`src/rtl/nx_node_pkg.sv`:
```
// Shared types and constants for the mesh-node sequential executor.
package nx_node_pkg;

  localparam int unsigned NUM_INS   = 8;
  localparam int unsigned NUM_OUTS  = 8;
  localparam int unsigned NUM_REGS  = 8;
  localparam int unsigned MAX_INSTR = 64;

  localparam int unsigned ADDR_W = $clog2(MAX_INSTR);
  localparam int unsigned CNT_W  = ADDR_W + 1;
  localparam int unsigned SEL_W  = 3;

  // Instruction word layout, MSB to LSB.
  localparam int unsigned TRUTH_W     = 8;
  localparam int unsigned TRUTH_LSB   = 19;
  localparam int unsigned SRC_A_LSB   = 16;
  localparam int unsigned A_IP_BIT    = 15;
  localparam int unsigned SRC_B_LSB   = 12;
  localparam int unsigned B_IP_BIT    = 11;
  localparam int unsigned SRC_C_LSB   = 8;
  localparam int unsigned C_IP_BIT    = 7;
  localparam int unsigned TGT_LSB     = 4;
  localparam int unsigned OUT_EN_BIT  = 3;
  localparam int unsigned OUT_IDX_LSB = 0;
  localparam int unsigned INSTR_W     = TRUTH_LSB + TRUTH_W;

  typedef struct packed {
    logic [TRUTH_W-1:0] truth;
    logic [SEL_W-1:0]   src_a;
    logic               a_ip;
    logic [SEL_W-1:0]   src_b;
    logic               b_ip;
    logic [SEL_W-1:0]   src_c;
    logic               c_ip;
    logic [SEL_W-1:0]   tgt;
    logic               out_en;
    logic [SEL_W-1:0]   out_idx;
  } nx_instr_t;

  typedef enum logic [1:0] {
    IDLE,
    RUN,
    COMMIT
  } exec_state_e;

  // Sequence lengths beyond the memory depth run the whole memory once.
  function automatic logic [CNT_W-1:0] sat_count(input logic [CNT_W-1:0] cnt);
    if (cnt > CNT_W'(MAX_INSTR)) begin
      return CNT_W'(MAX_INSTR);
    end
    return cnt;
  endfunction

endpackage

```
`src/rtl/nx_node_exec_if.sv`:
```
// Load/trigger/result bundle between a node executor and its mesh controller.
interface nx_node_exec_if;
  import nx_node_pkg::*;

  logic                 ld_valid;
  logic [ADDR_W-1:0]    ld_addr;
  logic [INSTR_W-1:0]   ld_data;
  logic [CNT_W-1:0]     ld_count;
  logic                 ld_err;
  logic                 trigger;
  logic [NUM_INS-1:0]   inputs;
  logic                 busy;
  logic                 done;
  logic [NUM_OUTS-1:0]  outputs;

  modport master (
    output ld_valid, ld_addr, ld_data, ld_count, trigger, inputs,
    input  ld_err, busy, done, outputs
  );

  modport slave (
    input  ld_valid, ld_addr, ld_data, ld_count, trigger, inputs,
    output ld_err, busy, done, outputs
  );

endinterface

```
`src/rtl/nx_node_instr_mem.sv`:
```
// Instruction store: one synchronous write port, one asynchronous read port, no reset.
module nx_node_instr_mem
  import nx_node_pkg::*;
(
  input  logic               clk,
  input  logic               we,
  input  logic [ADDR_W-1:0]  waddr,
  input  logic [INSTR_W-1:0] wdata,
  input  logic [ADDR_W-1:0]  raddr,
  output logic [INSTR_W-1:0] rdata
);

  logic [INSTR_W-1:0] mem [MAX_INSTR];

  // Write port; contents deliberately survive reset.
  always_ff @(posedge clk) begin
    if (we) begin
      mem[waddr] <= wdata;
    end
  end

  assign rdata = mem[raddr];

endmodule

```
`src/rtl/nx_node_exec.sv`:
```
// Sequential executor for one mesh node: runs one 3-input truth-table instruction per
// cycle over a working register file and commits node outputs atomically at the end.
module nx_node_exec
  import nx_node_pkg::*;
(
  input  logic           clk,
  input  logic           rst,
  nx_node_exec_if.slave  bus
);

  exec_state_e          state_q, state_d;
  logic [ADDR_W-1:0]    pc_q, pc_d;
  logic [CNT_W-1:0]     count_q, count_d;
  logic [NUM_REGS-1:0]  regs_q, regs_d;
  logic [NUM_INS-1:0]   snap_q, snap_d;
  logic [NUM_OUTS-1:0]  nxt_q, nxt_d;
  logic [NUM_OUTS-1:0]  outputs_q, outputs_d;
  logic                 busy_q, busy_d;
  logic                 done_q, done_d;
  logic                 ld_err_q, ld_err_d;

  logic                 mem_we;
  logic [INSTR_W-1:0]   mem_rdata;
  nx_instr_t            instr;
  logic                 op_a, op_b, op_c;
  logic                 result;
  logic [CNT_W-1:0]     eff_count;
  logic                 last_instr;

  // Loads are only accepted while idle so a running sequence never sees its code change.
  assign mem_we = bus.ld_valid && (state_q == IDLE);

  nx_node_instr_mem u_mem (
    .clk   (clk),
    .we    (mem_we),
    .waddr (bus.ld_addr),
    .wdata (bus.ld_data),
    .raddr (pc_q),
    .rdata (mem_rdata)
  );

  assign instr = nx_instr_t'(mem_rdata);

  // Operand fetch and truth-table lookup for the instruction at pc.
  always_comb begin
    op_a   = instr.a_ip ? snap_q[instr.src_a] : regs_q[instr.src_a];
    op_b   = instr.b_ip ? snap_q[instr.src_b] : regs_q[instr.src_b];
    op_c   = instr.c_ip ? snap_q[instr.src_c] : regs_q[instr.src_c];
    result = instr.truth[{op_a, op_b, op_c}];
  end

  // A load in the same cycle as a trigger takes effect first, so the start decision uses it.
  assign eff_count  = mem_we ? sat_count(bus.ld_count) : count_q;
  assign last_instr = ({1'b0, pc_q} == (count_q - CNT_W'(1)));

  // Next-state logic for the FSM, load handling and datapath registers.
  always_comb begin
    state_d   = state_q;
    pc_d      = pc_q;
    count_d   = count_q;
    regs_d    = regs_q;
    snap_d    = snap_q;
    nxt_d     = nxt_q;
    outputs_d = outputs_q;
    busy_d    = busy_q;
    done_d    = 1'b0;
    ld_err_d  = bus.ld_valid && (state_q != IDLE);

    if (mem_we) begin
      count_d = sat_count(bus.ld_count);
    end

    unique case (state_q)
      IDLE: begin
        if (bus.trigger) begin
          snap_d  = bus.inputs;
          nxt_d   = '0;
          pc_d    = '0;
          busy_d  = 1'b1;
          state_d = (eff_count == '0) ? COMMIT : RUN;
        end
      end
      RUN: begin
        regs_d[instr.tgt] = result;
        if (instr.out_en) begin
          nxt_d[instr.out_idx] = result;
        end
        pc_d = pc_q + ADDR_W'(1);
        if (last_instr) begin
          state_d = COMMIT;
        end
      end
      COMMIT: begin
        outputs_d = nxt_q;
        done_d    = 1'b1;
        busy_d    = 1'b0;
        state_d   = IDLE;
      end
      default: begin
        state_d = IDLE;
      end
    endcase
  end

  // State registers; reset abandons any step in flight without a done pulse.
  always_ff @(posedge clk or posedge rst) begin
    if (rst) begin
      state_q   <= IDLE;
      pc_q      <= '0;
      count_q   <= '0;
      regs_q    <= '0;
      snap_q    <= '0;
      nxt_q     <= '0;
      outputs_q <= '0;
      busy_q    <= 1'b0;
      done_q    <= 1'b0;
      ld_err_q  <= 1'b0;
    end else begin
      state_q   <= state_d;
      pc_q      <= pc_d;
      count_q   <= count_d;
      regs_q    <= regs_d;
      snap_q    <= snap_d;
      nxt_q     <= nxt_d;
      outputs_q <= outputs_d;
      busy_q    <= busy_d;
      done_q    <= done_d;
      ld_err_q  <= ld_err_d;
    end
  end

  assign bus.busy    = busy_q;
  assign bus.done    = done_q;
  assign bus.ld_err  = ld_err_q;
  assign bus.outputs = outputs_q;

endmodule

```
`src/flat_wrapper.sv`:
```
// flat-port wrapper written by rule: the top's interface ports become plain ports
module nx_node_exec_flat import nx_node_pkg::*;
  (clk, rst, bus_ld_valid, bus_ld_addr, bus_ld_data, bus_ld_count, bus_trigger, bus_inputs, bus_ld_err, bus_busy, bus_done, bus_outputs);
  nx_node_exec_if bus_i ();
  input  logic clk;
  input  logic rst;
  input wire logic [$bits(bus_i.ld_valid)-1:0] bus_ld_valid;
  input wire logic [$bits(bus_i.ld_addr)-1:0] bus_ld_addr;
  input wire logic [$bits(bus_i.ld_data)-1:0] bus_ld_data;
  input wire logic [$bits(bus_i.ld_count)-1:0] bus_ld_count;
  input wire logic [$bits(bus_i.trigger)-1:0] bus_trigger;
  input wire logic [$bits(bus_i.inputs)-1:0] bus_inputs;
  output wire logic [$bits(bus_i.ld_err)-1:0] bus_ld_err;
  output wire logic [$bits(bus_i.busy)-1:0] bus_busy;
  output wire logic [$bits(bus_i.done)-1:0] bus_done;
  output wire logic [$bits(bus_i.outputs)-1:0] bus_outputs;
  assign bus_i.ld_valid = bus_ld_valid;
  assign bus_i.ld_addr = bus_ld_addr;
  assign bus_i.ld_data = bus_ld_data;
  assign bus_i.ld_count = bus_ld_count;
  assign bus_i.trigger = bus_trigger;
  assign bus_i.inputs = bus_inputs;
  assign bus_ld_err = bus_i.ld_err;
  assign bus_busy = bus_i.busy;
  assign bus_done = bus_i.done;
  assign bus_outputs = bus_i.outputs;
  nx_node_exec u_core (.clk(clk), .rst(rst), .bus(bus_i));
endmodule
```
`config.mk`:
```
export PLATFORM = sky130hd
export DESIGN_NAME = nx_node_exec_flat
export DESIGN_NICKNAME = d
export VERILOG_FILES = /design/src/rtl/nx_node_pkg.sv /design/src/rtl/nx_node_exec_if.sv /design/src/rtl/nx_node_instr_mem.sv /design/src/rtl/nx_node_exec.sv /design/src/flat_wrapper.sv
export SDC_FILE = /design/constraint.sdc
export NUM_CORES = 2
export LEC_CHECK = 0
export BUFFER_PORTS_ARGS = -buffer_cell sky130_fd_sc_hd__buf_2
export CORE_MARGIN = 10
export CORE_UTILIZATION = 35
export DETAILED_ROUTE_END_ITERATION = 16
export PLACE_DENSITY = 0.49
export SLEW_MARGIN = 40
export SYNTH_ARGS = -nofsm -noshare
export SYNTH_HDL_FRONTEND = slang
export SYNTH_SLANG_ARGS = --single-unit
```
`constraint.sdc`:
```
create_clock -name clk -period 4.2 [get_ports clk]
set_input_delay 0.63 -clock clk [delete_from_list [all_inputs] [get_ports clk]]
set_output_delay 0.63 -clock clk [all_outputs]
set_load 0.02 [all_outputs]
```
==> impl_metrics.xml <==
<?xml version="1.0" encoding="UTF-8"?>
<metrics>
  <group name="finish">
    <metric name="mostFrequentLayoutCell" unit="">sky130_fd_sc_hd__edfxtp_1</metric>
    <metric name="most-common-layout-cells" unit="">1,728 x sky130_fd_sc_hd__edfxtp_1, 532 x sky130_fd_sc_hd__mux4_2, 227 x sky130_fd_sc_hd__buf_4</metric>
    <metric name="area.growth.synth_to_final" unit="%">17.68</metric>
    <metric name="final_core_util" unit="%">41.43</metric>
    <metric name="multi_input_area" unit="um2">15910</metric>
    <metric name="post_layout_nonfiller_instances" unit="">6169</metric>
    <metric name="drive_gt1_share" unit="%">35.18</metric>
    <metric name="register_cell_area_after_layout" unit="um2">53160</metric>
    <metric name="finish.instance_area" unit="um2">81700</metric>
    <metric name="filler_cell_count" unit="">16940</metric>
    <metric name="nets" unit="">3430</metric>
  </group>
  <group name="synthesis">
    <metric name="synth_edf_count" unit="">1728</metric>
    <metric name="dominantRegCellSynth" unit="">sky130_fd_sc_hd__edfxtp_1</metric>
    <metric name="mappedNetlistArea" unit="um2">69430</metric>
    <metric name="synth_top_area_share" unit="%">74.74</metric>
    <metric name="avgSynthCellArea" unit="um2">23.10</metric>
    <metric name="yosys.cell_types.count" unit="">68</metric>
    <metric name="async_reset_ff_share" unit="%">2.812</metric>
    <metric name="synthesis.yosys.warnings" unit="">0</metric>
    <metric name="netlist_instances" unit="">3005</metric>
    <metric name="synth_seq_area_share" unit="%">76.54</metric>
    <metric name="yosys_register_bits" unit="">1778</metric>
    <metric name="nets_in_the_synthesized_netlist" unit="">3059</metric>
    <metric name="synthDominantAreaCellType" unit="">sky130_fd_sc_hd__edfxtp_1</metric>
    <metric name="synthTopCellsByArea" unit="">sky130_fd_sc_hd__edfxtp_1 75%, sky130_fd_sc_hd__mux4_2 17%, sky130_fd_sc_hd__dfrtp_1 1.8%, sky130_fd_sc_hd__mux2i_1 0.75%, sky130_fd_sc_hd__nor2_1 0.51%</metric>
  </group>
  <group name="clock_network">
    <metric name="htree_num_levels" unit="">4</metric>
    <metric name="clock_sinks" unit="">1778</metric>
    <metric name="cts_root_buffer" unit="">sky130_fd_sc_hd__clkbuf_16</metric>
    <metric name="cts_buffers" unit="">185</metric>
    <metric name="clockBufferDepth" unit="">3</metric>
    <metric name="clkSlewWorstSetupHoldPaths" unit="ps">60</metric>
    <metric name="clk-insertion-delay-late" unit="ps">810</metric>
    <metric name="tritoncts" unit="">done</metric>
  </group>
  <group name="place">
    <metric name="instance_area_after_placement" unit="um2">75240</metric>
    <metric name="port_buffers" unit="">62</metric>
    <metric name="dpl.cell_count" unit="">5805</metric>
    <metric name="gp_congestion" unit="">0.8313</metric>
    <metric name="post-dp-hpwl" unit="um">117900</metric>
  </group>
  <group name="critical_path">
    <metric name="worst_setup_path_startpoint" unit="">u_core.pc_q[0]</metric>
    <metric name="slowest_stage_cell_crit_path" unit="">sky130_fd_sc_hd__mux4_2</metric>
    <metric name="critical_path.max_fanout" unit="">10</metric>
    <metric name="buffers_and_inverters_on_the_worst_path" unit="">4</metric>
    <metric name="worstPathRequired" unit="ps">4930</metric>
    <metric name="crit_path_cell_trace" unit="">buf_12 -&gt; buf_6 -&gt; buf_4 -&gt; mux4_2 -&gt; a22oi_1 -&gt; nand4_1 -&gt; o311ai_4 -&gt; mux2i_1 -&gt; mux2i_1 -&gt; mux2_4 -&gt; mux2i_1 -&gt; buf_4 -&gt; mux2_2 -&gt; mux2_4 -&gt; a31oi_2</metric>
    <metric name="cp-start-kind" unit="">flip-flop</metric>
    <metric name="timing.critical_path.mode_cell" unit="">sky130_fd_sc_hd__mux2i_1</metric>
    <metric name="worst_setup_path_end_kind" unit="">flip-flop</metric>
    <metric name="path_delay_family" unit="">multiplexers</metric>
    <metric name="crit-reg2reg-launch" unit="">u_core.pc_q[0]</metric>
    <metric name="path_class" unit="">reg2reg</metric>
    <metric name="arrival" unit="ps">4880</metric>
    <metric name="critPathMaxStageDelay" unit="ps">550</metric>
  </group>
  <group name="drt">
    <metric name="totalWireLength" unit="um">200600</metric>
    <metric name="number_of_routed_nets_with_antenna_violations" unit="">0</metric>
    <metric name="vias" unit="">34000</metric>
    <metric name="detail_route.wl_per_cell" unit="um">32.52</metric>
    <metric name="drt_drc" unit="">0</metric>
    <metric name="starting_drc_count_in_detailed_routing" unit="">4055</metric>
    <metric name="firstDrtPassIters" unit="">9</metric>
    <metric name="drt-vias-per-instance" unit="">5.512</metric>
  </group>
  <group name="global_route">
    <metric name="grt.overflow.total" unit="">0</metric>
    <metric name="grt_util_all_layers" unit="%">18.11</metric>
    <metric name="vias_in_the_first_global_route" unit="">35040</metric>
    <metric name="grt_first_pass_wirelength" unit="um">279100</metric>
    <metric name="grt_start_max_net_pins" unit="">65</metric>
    <metric name="antenna_found_initial" unit="">10</metric>
  </group>
  <group name="floorplan">
    <metric name="die_width" unit="um">465.4</metric>
    <metric name="initial_utilization" unit="%">35.20</metric>
    <metric name="die_height" unit="um">465.4</metric>
    <metric name="core-area" unit="um2">197200</metric>
    <metric name="number_of_top_level_pins" unit="">63</metric>
    <metric name="placement_rows" unit="">163</metric>
    <metric name="dieArea" unit="um2">216600</metric>
  </group>
  <group name="timing">
    <metric name="slew_headroom" unit="%">42.90</metric>
    <metric name="maxClockFrequency" unit="MHz">241.0</metric>
    <metric name="pins_over_slew_limit" unit="">0</metric>
    <metric name="report.final.hold_viol_count" unit="">0</metric>
    <metric name="finalSetupTns" unit="ps">0</metric>
    <metric name="minimum_hold_slack" unit="ps">60.14</metric>
    <metric name="unrepaired_setup_endpoints_after_global_routing" unit="">yes</metric>
    <metric name="tightest_slew" unit="ps">854.0</metric>
    <metric name="post-route-min-period" unit="ps">4149</metric>
    <metric name="min_period_over_period" unit="%">98.79</metric>
    <metric name="finalClockSkew" unit="ps">27.61</metric>
    <metric name="finalSetupViolations" unit="">0</metric>
  </group>
  <group name="power_and_ir_drop">
    <metric name="pwr_density_cell" unit="nW/um2">646.2</metric>
    <metric name="ir_worst_vdd" unit="mV">0.4349</metric>
    <metric name="leakage_power" unit="nW">25.51</metric>
  </group>
  <group name="hold_path">
    <metric name="min_from" unit="">bus_inputs[1]</metric>
    <metric name="class_of_the_tightest_hold_or_removal_check" unit="">in2reg</metric>
  </group>
  <group name="run">
    <metric name="cap_viol_max_count" unit="">0</metric>
  </group>
  <group name="status">
    <metric name="outcome" unit="">completed</metric>
  </group>
</metrics>
## cell usage after synthesis, types with 16 or more instances
library cell and number:
sky130_fd_sc_hd__nor2b_1 21, sky130_fd_sc_hd__nand2_1 87, sky130_fd_sc_hd__buf_1 23, sky130_fd_sc_hd__buf_4 16, sky130_fd_sc_hd__buf_6 28, sky130_fd_sc_hd__nand3_1 26
sky130_fd_sc_hd__nor2_1 95, sky130_fd_sc_hd__mux4_2 532, sky130_fd_sc_hd__nand4_1 29, sky130_fd_sc_hd__mux2i_1 52, sky130_fd_sc_hd__a21oi_1 29, sky130_fd_sc_hd__buf_2 50
sky130_fd_sc_hd__clkbuf_1 37, sky130_fd_sc_hd__a22oi_1 18, sky130_fd_sc_hd__dfrtp_1 50, sky130_fd_sc_hd__mux2_2 19, sky130_fd_sc_hd__edfxtp_1 1728, sky130_fd_sc_hd__o211ai_1 16
sky130_fd_sc_hd__o21ai_0 25
## layer usage
metal	part of all wire (%)	GRT usage, %
met1	42	24.70
met3	6.2	3.487
met2	49	30.00
met4	2.5	4.387
met5	0.027	0
## where the power goes
| group | switching [mW] | internal, mW |
|---|---|---|
| logic | 8.66 | 8.02 |
| clock network | 6.83 | 9.12 |
| registers | 0.431 | 19.7 |
## metrics by stage
step	setup slack (ps)	total power [mW]
after floorplan	424.7	30.79
after global placement	-249.7	36.12
after detailed placement	-340.0	36.35
after CTS	14.06	52.54
after global routing	-34.34	54.79
final	51.02	52.80
## sequential cells by signal, summed over array words and instances, names as in the netlist
signal / count
u_core.snap_q: 8
u_core.bus.ld_err: 1
u_core.regs_q: 8
u_core.bus.busy: 1
u_core.count_q: 7
u_core.bus.outputs: 8
u_core.u_mem.mem: 1728
u_core.pc_q: 6
u_core.bus.done: 1
u_core.nxt_q: 8
u_core.state_q: 2
## kinds of logic after synthesis
kind of cell | after synthesis | synth area share [%]
adders and majority gates | 2 | 0.03604
AOI/OAI and AO/OA | 141 | 1.402
muxes | 609 | 18.47
and+or+nand+nor | 299 | 2.033
xor gates and xnor gates | 7 | 0.08831
buffers and inverters | 169 | 1.427
DFF | 1778 | 76.54
## repair_timing
item                                    CTS  global route
pin swaps                                 1             8
hold buffers                              4             0
hold endpoints to repair                 53             0
endpoints found under the setup margin   16            16
setup buffers                             1            14
resized for setup                        10            38
cloned                                    2             3
## cell type report
cell class	instances	share of cell area (%)
Clock buffer	228	5.902
Tap cell	2640	4.043
Sequential cell	1778	65.06
Clock inverter	111	1.340
Timing Repair Buffer	340	4.116
Multi-Input combinational cell	1059	19.47
Antenna cell	1	0.003063
Inverter	12	0.05972
## path summary, 6_finish.rpt
path                            depth (start not counted)                    end  slack, ps
worst min register to register                          2  u_core.bus.outputs[7]        470
worst min-delay path                                    2       u_core.snap_q[1]         60
worst max register to register                         15       u_core.regs_q[3]         50
worst max-delay path                                   15       u_core.regs_q[3]         50
min in group asynchronous                               3  u_core.bus.outputs[1]        470
max in group asynchronous                               3         u_core.pc_q[0]       3260
Power figures use the tool's default switching activity.
